--- config.mk ---
export PLATFORM = sky130hd
export DESIGN_NAME = instr_fetch
export DESIGN_NICKNAME = d
export VERILOG_FILES = /design/src/rtl/instr_fetch_pkg.sv /design/src/rtl/instr_fetch.sv
export SDC_FILE = /design/constraint.sdc
export NUM_CORES = 1
export LEC_CHECK = 0
export ABC_AREA = 0
export BUFFER_PORTS_ARGS = -buffer_cell sky130_fd_sc_hd__buf_2
export CAP_MARGIN = 40
export CELL_PAD_IN_SITES_DETAIL_PLACEMENT = 1
export CELL_PAD_IN_SITES_GLOBAL_PLACEMENT = 1
export CORE_ASPECT_RATIO = 1.4
export CORE_MARGIN = 2
export CORE_UTILIZATION = 33
export CTS_CLUSTER_SIZE = 12
export DETAILED_ROUTE_END_ITERATION = 6
export HOLD_SLACK_MARGIN = 0.1
export PLACE_DENSITY = 0.82
export SYNTH_ARGS = -nofsm -noshare
export SYNTH_HDL_FRONTEND = slang
export SYNTH_SLANG_ARGS = --single-unit
--- constraint.sdc ---
create_clock -name clk -period 4.02 [get_ports clk]
set_input_delay 0.201 -clock clk [delete_from_list [all_inputs] [get_ports clk]]
set_output_delay 0.201 -clock clk [all_outputs]
set_load 0.005 [all_outputs]
--- src/rtl/instr_fetch_pkg.sv ---
// Shared word-size definitions and helpers for the instruction fetch unit.
package instr_fetch_pkg;

   localparam int unsigned WORD_SIZE = 16;

   typedef logic [WORD_SIZE-1:0] word_t;

   // Increment that wraps modulo 2^WORD_SIZE.
   function automatic word_t word_inc(input word_t w);
      return word_t'(w + word_t'(1));
   endfunction

endpackage

--- src/rtl/instr_fetch.sv ---
// Instruction fetch unit: requests a word at pc, holds it for decode/execute,
// and advances pc to the datapath-selected target on retire.
module instr_fetch
   import instr_fetch_pkg::*;
#(
   parameter logic [WORD_SIZE-1:0] RESET_PC = 16'h0000
) (
   input  logic                 clk,
   input  logic                 reset,
   output logic                 read_m,
   output logic [WORD_SIZE-1:0] address,
   input  logic [WORD_SIZE-1:0] mem_data,
   input  logic                 input_ready,
   output logic [WORD_SIZE-1:0] instr,
   output logic                 instr_valid,
   output logic [WORD_SIZE-1:0] pc,
   output logic [WORD_SIZE-1:0] pc_plus1,
   input  logic [WORD_SIZE-1:0] pc_next,
   input  logic                 pc_load,
   output logic [WORD_SIZE-1:0] num_inst
);

   typedef enum logic [1:0] {
      IDLE  = 2'd0,
      FETCH = 2'd1,
      VALID = 2'd2
   } state_t;

   state_t state_q;
   state_t state_d;

   logic fetch_done;
   logic retire;

   // Events are qualified by state so stray strobes are ignored.
   assign fetch_done = (state_q == FETCH) && input_ready;
   assign retire     = (state_q == VALID) && pc_load;

   always_ff @(posedge clk) begin
      if (reset) begin
         state_q <= IDLE;
      end else begin
         state_q <= state_d;
      end
   end

   always_comb begin
      state_d = state_q;
      case (state_q)
         IDLE:    state_d = FETCH;
         FETCH:   if (input_ready) state_d = VALID;
         VALID:   if (pc_load) state_d = FETCH;
         default: state_d = IDLE;
      endcase
   end

   always_comb begin
      read_m      = 1'b0;
      instr_valid = 1'b0;
      case (state_q)
         FETCH:   read_m = 1'b1;
         VALID:   instr_valid = 1'b1;
         default: ;
      endcase
   end

   // PC, instruction latch and retire counter.
   always_ff @(posedge clk) begin
      if (reset) begin
         pc       <= RESET_PC;
         instr    <= '0;
         num_inst <= '0;
      end else begin
         if (fetch_done) begin
            instr <= mem_data;
         end
         if (retire) begin
            pc       <= pc_next;
            num_inst <= word_inc(num_inst);
         end
      end
   end

   assign address  = pc;
   assign pc_plus1 = word_inc(pc);

endmodule

==> results of run 1 <==
[state kept, by name, summed over array words and instances, names as in the netlist]
register	cells
num_inst	16
instr	16
address	16
state_q	2
[logic make-up after synthesis]
group,synth area share
AND/OR/NAND/NOR,0.2704
AO/OA/AOI/OAI,0.1112
flip-flops,0.4405
buffers and inverters,0.08205
XOR/XNOR,0.08480
adder cells (fa/ha/maj),0.01101
[worst paths after layout]
path	endpoint	slack, ns	cells past startpoint
max	num_inst[15]	1.84	4
min	address[1]	0.13	3
max reg2reg	num_inst[15]	1.84	4
min reg2reg	instr[5]	0.46	2
[power by group]
group          internal (W)  leakage, nW  switching, W
clock              0.000249       0.0683      0.000173
sequential         0.000507        0.405     0.0000100
combinational     0.0000376        0.955     0.0000412
[cells in the mapped netlist, types with 2 or more instances]
master,number,area share
nand2_1,76,0.13
dfxtp_1,50,0.44
a21oi_1,43,0.095
buf_4,16,0.053
nor2_1,13,0.021
xnor2_1,12,0.046
clkbuf_1,11,0.018
nand3_1,11,0.024
xor2_1,10,0.039
o21ai_0,6,0.013
or3_1,6,0.017
inv_1,4,0.0066
nand4_1,4,0.011
and3_1,3,0.0083
and4_1,2,0.0077
buf_2,2,0.0044
ha_1,2,0.011
nand4_2,2,0.011
nor2b_1,2,0.0055
[layout by cell type, fill, tap and decap left out]
cell type,n
a21oi_1,43
and2_1,1
and3_1,3
and3b_1,1
and4_1,2
and4_4,1
and4b_1,1
buf_16,1
buf_2,117
buf_4,1
bufinv_16,2
clkbuf_8,5
clkinv_4,1
dfxtp_1,50
ha_1,2
inv_1,4
nand2_1,76
nand2b_1,1
nand3_1,11
nand4_1,4
nand4_2,2
nand4_4,1
nor2_1,13
nor2b_1,2
nor3_1,1
nor4_1,1
o21ai_0,6
o31ai_1,1
or2_2,1
or3_1,6
or4_1,1
xnor2_1,12
xor2_1,10
[worst reg2reg max path, stage by stage, from the launching register on]
cell	delay, ns
dfxtp_1	0.43
and3b_1	0.69
nand4_2	0.36
or4_1	0.49
a21oi_1	0.15
[metrics by stage]
step	util	setup WS [ns]	power, W	instance area [um^2]
after CTS	0.4498	1.796	0.001036	2974
after detailed placement	0.4290	1.821	0.0006101	2836
after global placement	0.4237	1.888	0.0006028	2801
final	0.4498	1.841	0.001019	2974
after floorplan	-	2.444	0.0005661	2272
after global routing	0.4498	1.544	0.001058	2974
[cell type report]
class,instances,area [um^2],area share
Sequential cell,50,1001,0.3366
Multi-Input combinational cell,203,1085,0.3647
Timing Repair Buffer,119,620.6,0.2087
Clock buffer,5,68.82,0.02314
Inverter,4,15.01,0.005048
Clock inverter,3,68.82,0.02314
Tap cell,92,115.1,0.03870
[per-layer routing]
layer  track usage  part of all wire  up-vias
met3       0.02860             0.050        9
met4       0.05734             0.017        0
met2        0.3187              0.53       71
met1        0.1864              0.41     1044
met5             0                 0        -
li1              -                 -     1126
==> impl_metrics.ini, run 1 <==
[yosys]
synth_warnings = 0
synth_top_flop_cell = dfxtp_1
synthArstFlopShare = 0
ys_seq_area_frac = 0.4405
avgSynthCellArea_um2 = 7.945
yosysUniqueCellTypes = 30
syn-instance-count = 286
synth_area_mm2 = 0.002272
synth-edff-count = 0
synth_seq_cells = 50
synth_nets = 324

[floorplanning]
fp-row-count = 35
coreArea_mm2 = 0.006613
die-width_um = 74.13
die_area_mm2 = 0.007575
start_util = 0.3436
ios = 118
die_y_um = 102.2

[finish]
nets = 421
num_antenna_cells = 0
final.fill_count = 845
areaGrowthSynthToFinish_pct = 30.89
instances_no_fill = 476
drive_gt1_frac = 0.3438

[timing]
timing.fmax_ghz = 0.4589
slew_violations = 0
hold_viol = 0
fin_hold_ws_ns = 0.1272
worst_pin_slew_ns = 0.7654
fin_crit_ns = 2.179
setup_viol = 0
fin_worst_skew_ns = 0.01049
maxSlewHeadroom = 0.4897
period_share = 0.5420
rsz0062_at_grt = no
fin_setup_tns_ns = 0

[clocking]
cts_tree = built
post-cts-setup-buffers = 0
cts_sinks = 50
cts-resized-gates = 0
cts_root_buf = clkbuf_8
clk_latency_ns = 0.30
max-clock-path-buffers = 2
clk_pin_slew_ns = 0.10
ctsHoldBuffers = 0
h-tree-depth = 2
numCtsBuffers = 5

[critical_path]
worst-path-buf-inv = 0
slowest_stage = and3b_1
rr_startpoint = state_q[1]
startpoint = state_q[1]
path_max_fanout = 21
crit_chain = and3b_1 > nand4_2 > or4_1 > a21oi_1
crit_arrival_ns = 2.42
max_stage_delay_ns = 0.69
cp.required_ns = 4.26
critPathTopFamily = simple AND/OR/NAND/NOR gates
critPathLaunchType = flip-flop
crit_path_end_kind = flip-flop
crit_type = flip-flop to flip-flop

[route]
drt_first_pass_iters = 4
via_count = 2250
ant_nets = 0
drc = 0
avgViaCountPerCell = 4.727
drt_iter0_drc = 82
finalWirelength_um = 6196
wire_per_inst_um = 13.02

[placement]
dp_hpwl_um = 4789
placement.io_buffers = 117
place_inst = 468
place.gp.congestion = 0.7340

[global_routing]
grt_pass1_vias = 2232
grt_usage = 0.1690
grt_pass1_wl_um = 10080
antenna_found_initial = 0
gr-total-overflow = 0
grt_max_degree = 28

[outcome]
outcome = complete, no violations

[power_and_ir_drop]
cellPowerDensity_mw_per_mm2 = 342.5
vdd_ir_drop_max_uv = 311.8
p_leak_nw = 1.428

[min_path]
worstHoldStart = pc_next[1]
hp-class = input pin to flip-flop

[job]
maxCapViolations = 0
No activity file was read; power rests on OpenSTA's default activity.
==> run 2, diff against run 1 <==
- CORE_UTILIZATION: 33 -> 31
- PLACE_DENSITY: 0.82 -> 0.77
- clock period: 4.02 -> 2.18 ns (I/O delays scaled with it)
==> run 2 against run 1 <==
Non-clock buffer count is 34 higher. Cell area is 9.2% higher. Global-route usage is 0.40 points higher. Clock skew is 0.0040 ns lower. Critical path type is now flip-flop to output pin. Highest routed layer unchanged.
==> impl_metrics.ini, run 2 (synthesis results as in run 1) <==
[outcome]
outcome = complete, no violations

[power_and_ir_drop]
vdd_ir_drop_max_uv = 351.4
p_leak_nw = 1.544
cellPowerDensity_mw_per_mm2 = 524.5

[timing]
fin_setup_tns_ns = 0
setup_viol = 0
hold_viol = 0
fin_crit_ns = 2.035
worst_pin_slew_ns = 0.6378
slew_violations = 0
rsz0062_at_grt = no
period_share = 0.9335
timing.fmax_ghz = 0.4914
fin_worst_skew_ns = 0.006491
maxSlewHeadroom = 0.5738

[critical_path]
slowest_stage = dfxtp_1
crit_arrival_ns = 1.93
crit_type = flip-flop to output pin
crit_chain = and4_1 > nand4_2 > nor4_1 > xor2_1 > buf_2
path_max_fanout = 8
r2r_end = num_inst[15]
critPathLaunchType = flip-flop
crit_path_end_kind = output pin
cp.required_ns = 2.07
rr_startpoint = num_inst[2]
rr_worst_depth = 4
max_stage_delay_ns = 0.46
r2r_slack_ns = 0.54

[global_routing]
grt_pass1_wl_um = 11420
grt_usage = 0.1730
grt_max_degree = 23
grt_pass1_vias = 2446
antenna_found_initial = 0
gr-total-overflow = 0

[min_path]
hold_depth = 3
worstHoldStart = pc_load
hp-class = input pin to flip-flop
hold_end = state_q[0]

[floorplanning]
fp-row-count = 36
start_util = 0.3234
die-width_um = 76.36
coreArea_mm2 = 0.007027
die_area_mm2 = 0.008040
ios = 118
die_y_um = 105.3

[finish]
fin_util = 0.4621
num_antenna_cells = 0
final_cell_mix = buf_2, nand2_1, dfxtp_1, a21oi_1, dlygate4sd3_1
layout_commonest_cell = buf_2
areaGrowthSynthToFinish_pct = 42.90
nets = 455
drive_gt1_frac = 0.3182

[clocking]
cts_root_buf = clkbuf_8
clk_pin_slew_ns = 0.09
cts_sinks = 50
cts_tree = built
h-tree-depth = 2
max-clock-path-buffers = 2
clk_latency_ns = 0.30
cts-resized-gates = 0
numCtsBuffers = 5

[route]
ant_nets = 0
wire_per_inst_um = 13.98
via_count = 2409
drt_first_pass_iters = 4
avgViaCountPerCell = 4.696
drt_iter0_drc = 43
finalWirelength_um = 7172
drc = 0

[placement]
placement.io_buffers = 117
place.gp.congestion = 0.7217
dp_hpwl_um = 5146

[job]
maxCapViolations = 0
-- run 2: where the power goes --
group | internal (W) | total [W] | switching (W) | leakage [nW]
logic | 0.000105 | 0.000192 | 0.0000876 | 1.09
registers | 0.000935 | 0.000955 | 0.0000195 | 0.405
clock network | 0.000257 | 0.000556 | 0.000299 | 0.0482
-- run 2: final cells by class --
type	count	area, um^2
clock buffers	7	86.33
clock inverters	1	5.005
fillers	905	3780
inverters	4	15.01
multi-input cells	203	1085
flip-flops and latches	50	1001
well taps	95	118.9
repair buffers	153	935.9
-- run 2: how the worst max path moves through the flow --
| stage | startpoint | to | slack [ns] |
|---|---|---|---|
| 5_1_grt | address[2] | pc_plus1[15] | 0.02 |
| 3_5_place_dp | address[2] | pc_plus1[15] | 0.46 |
| 6_report | address[2] | pc_plus1[15] | 0.15 |
| 2_1_floorplan | address[2] | pc_plus1[15] | 0.70 |
| 3_3_place_gp | address[2] | pc_plus1[15] | 0.55 |
| 4_1_cts | address[2] | pc_plus1[15] | 0.12 |
-- run 2: repair_timing --
item	in CTS	in global routing
setup buffers	0	0
endpoints found under the hold margin	32	0
endpoints found under the setup margin	0	0
hold buffers	32	0
-- run 2: routing by layer --
layer,part of all wire,track usage
met4,0.016,0.05065
met5,0,0
met2,0.55,0.3489
met3,0.045,0.03596
met1,0.39,0.1740
-- run 2: stage by stage --
stage	setup slack, ns	cell area, um^2	hold WS (ns)	std cells	power [W]
2_1_floorplan	0.6965	2272	0.2450	286	0.001044
3_3_place_gp	0.5498	2835	0.3509	473	0.001118
3_5_place_dp	0.4558	2835	0.3578	473	0.001123
4_1_cts	0.1156	3247	0.1047	513	0.001730
5_1_grt	0.02131	3247	0.1400	513	0.001783
6_report	0.1450	3247	0.1082	513	0.001703
-- run 2: worst max-delay path, delay by kind of cell, from the launching register on --
kind                   cells  cell delay, ns
XOR/XNOR                   1            0.16
buffers and inverters      1            0.12
flip-flops                 1            0.46
AND/OR/NAND/NOR            3            0.88
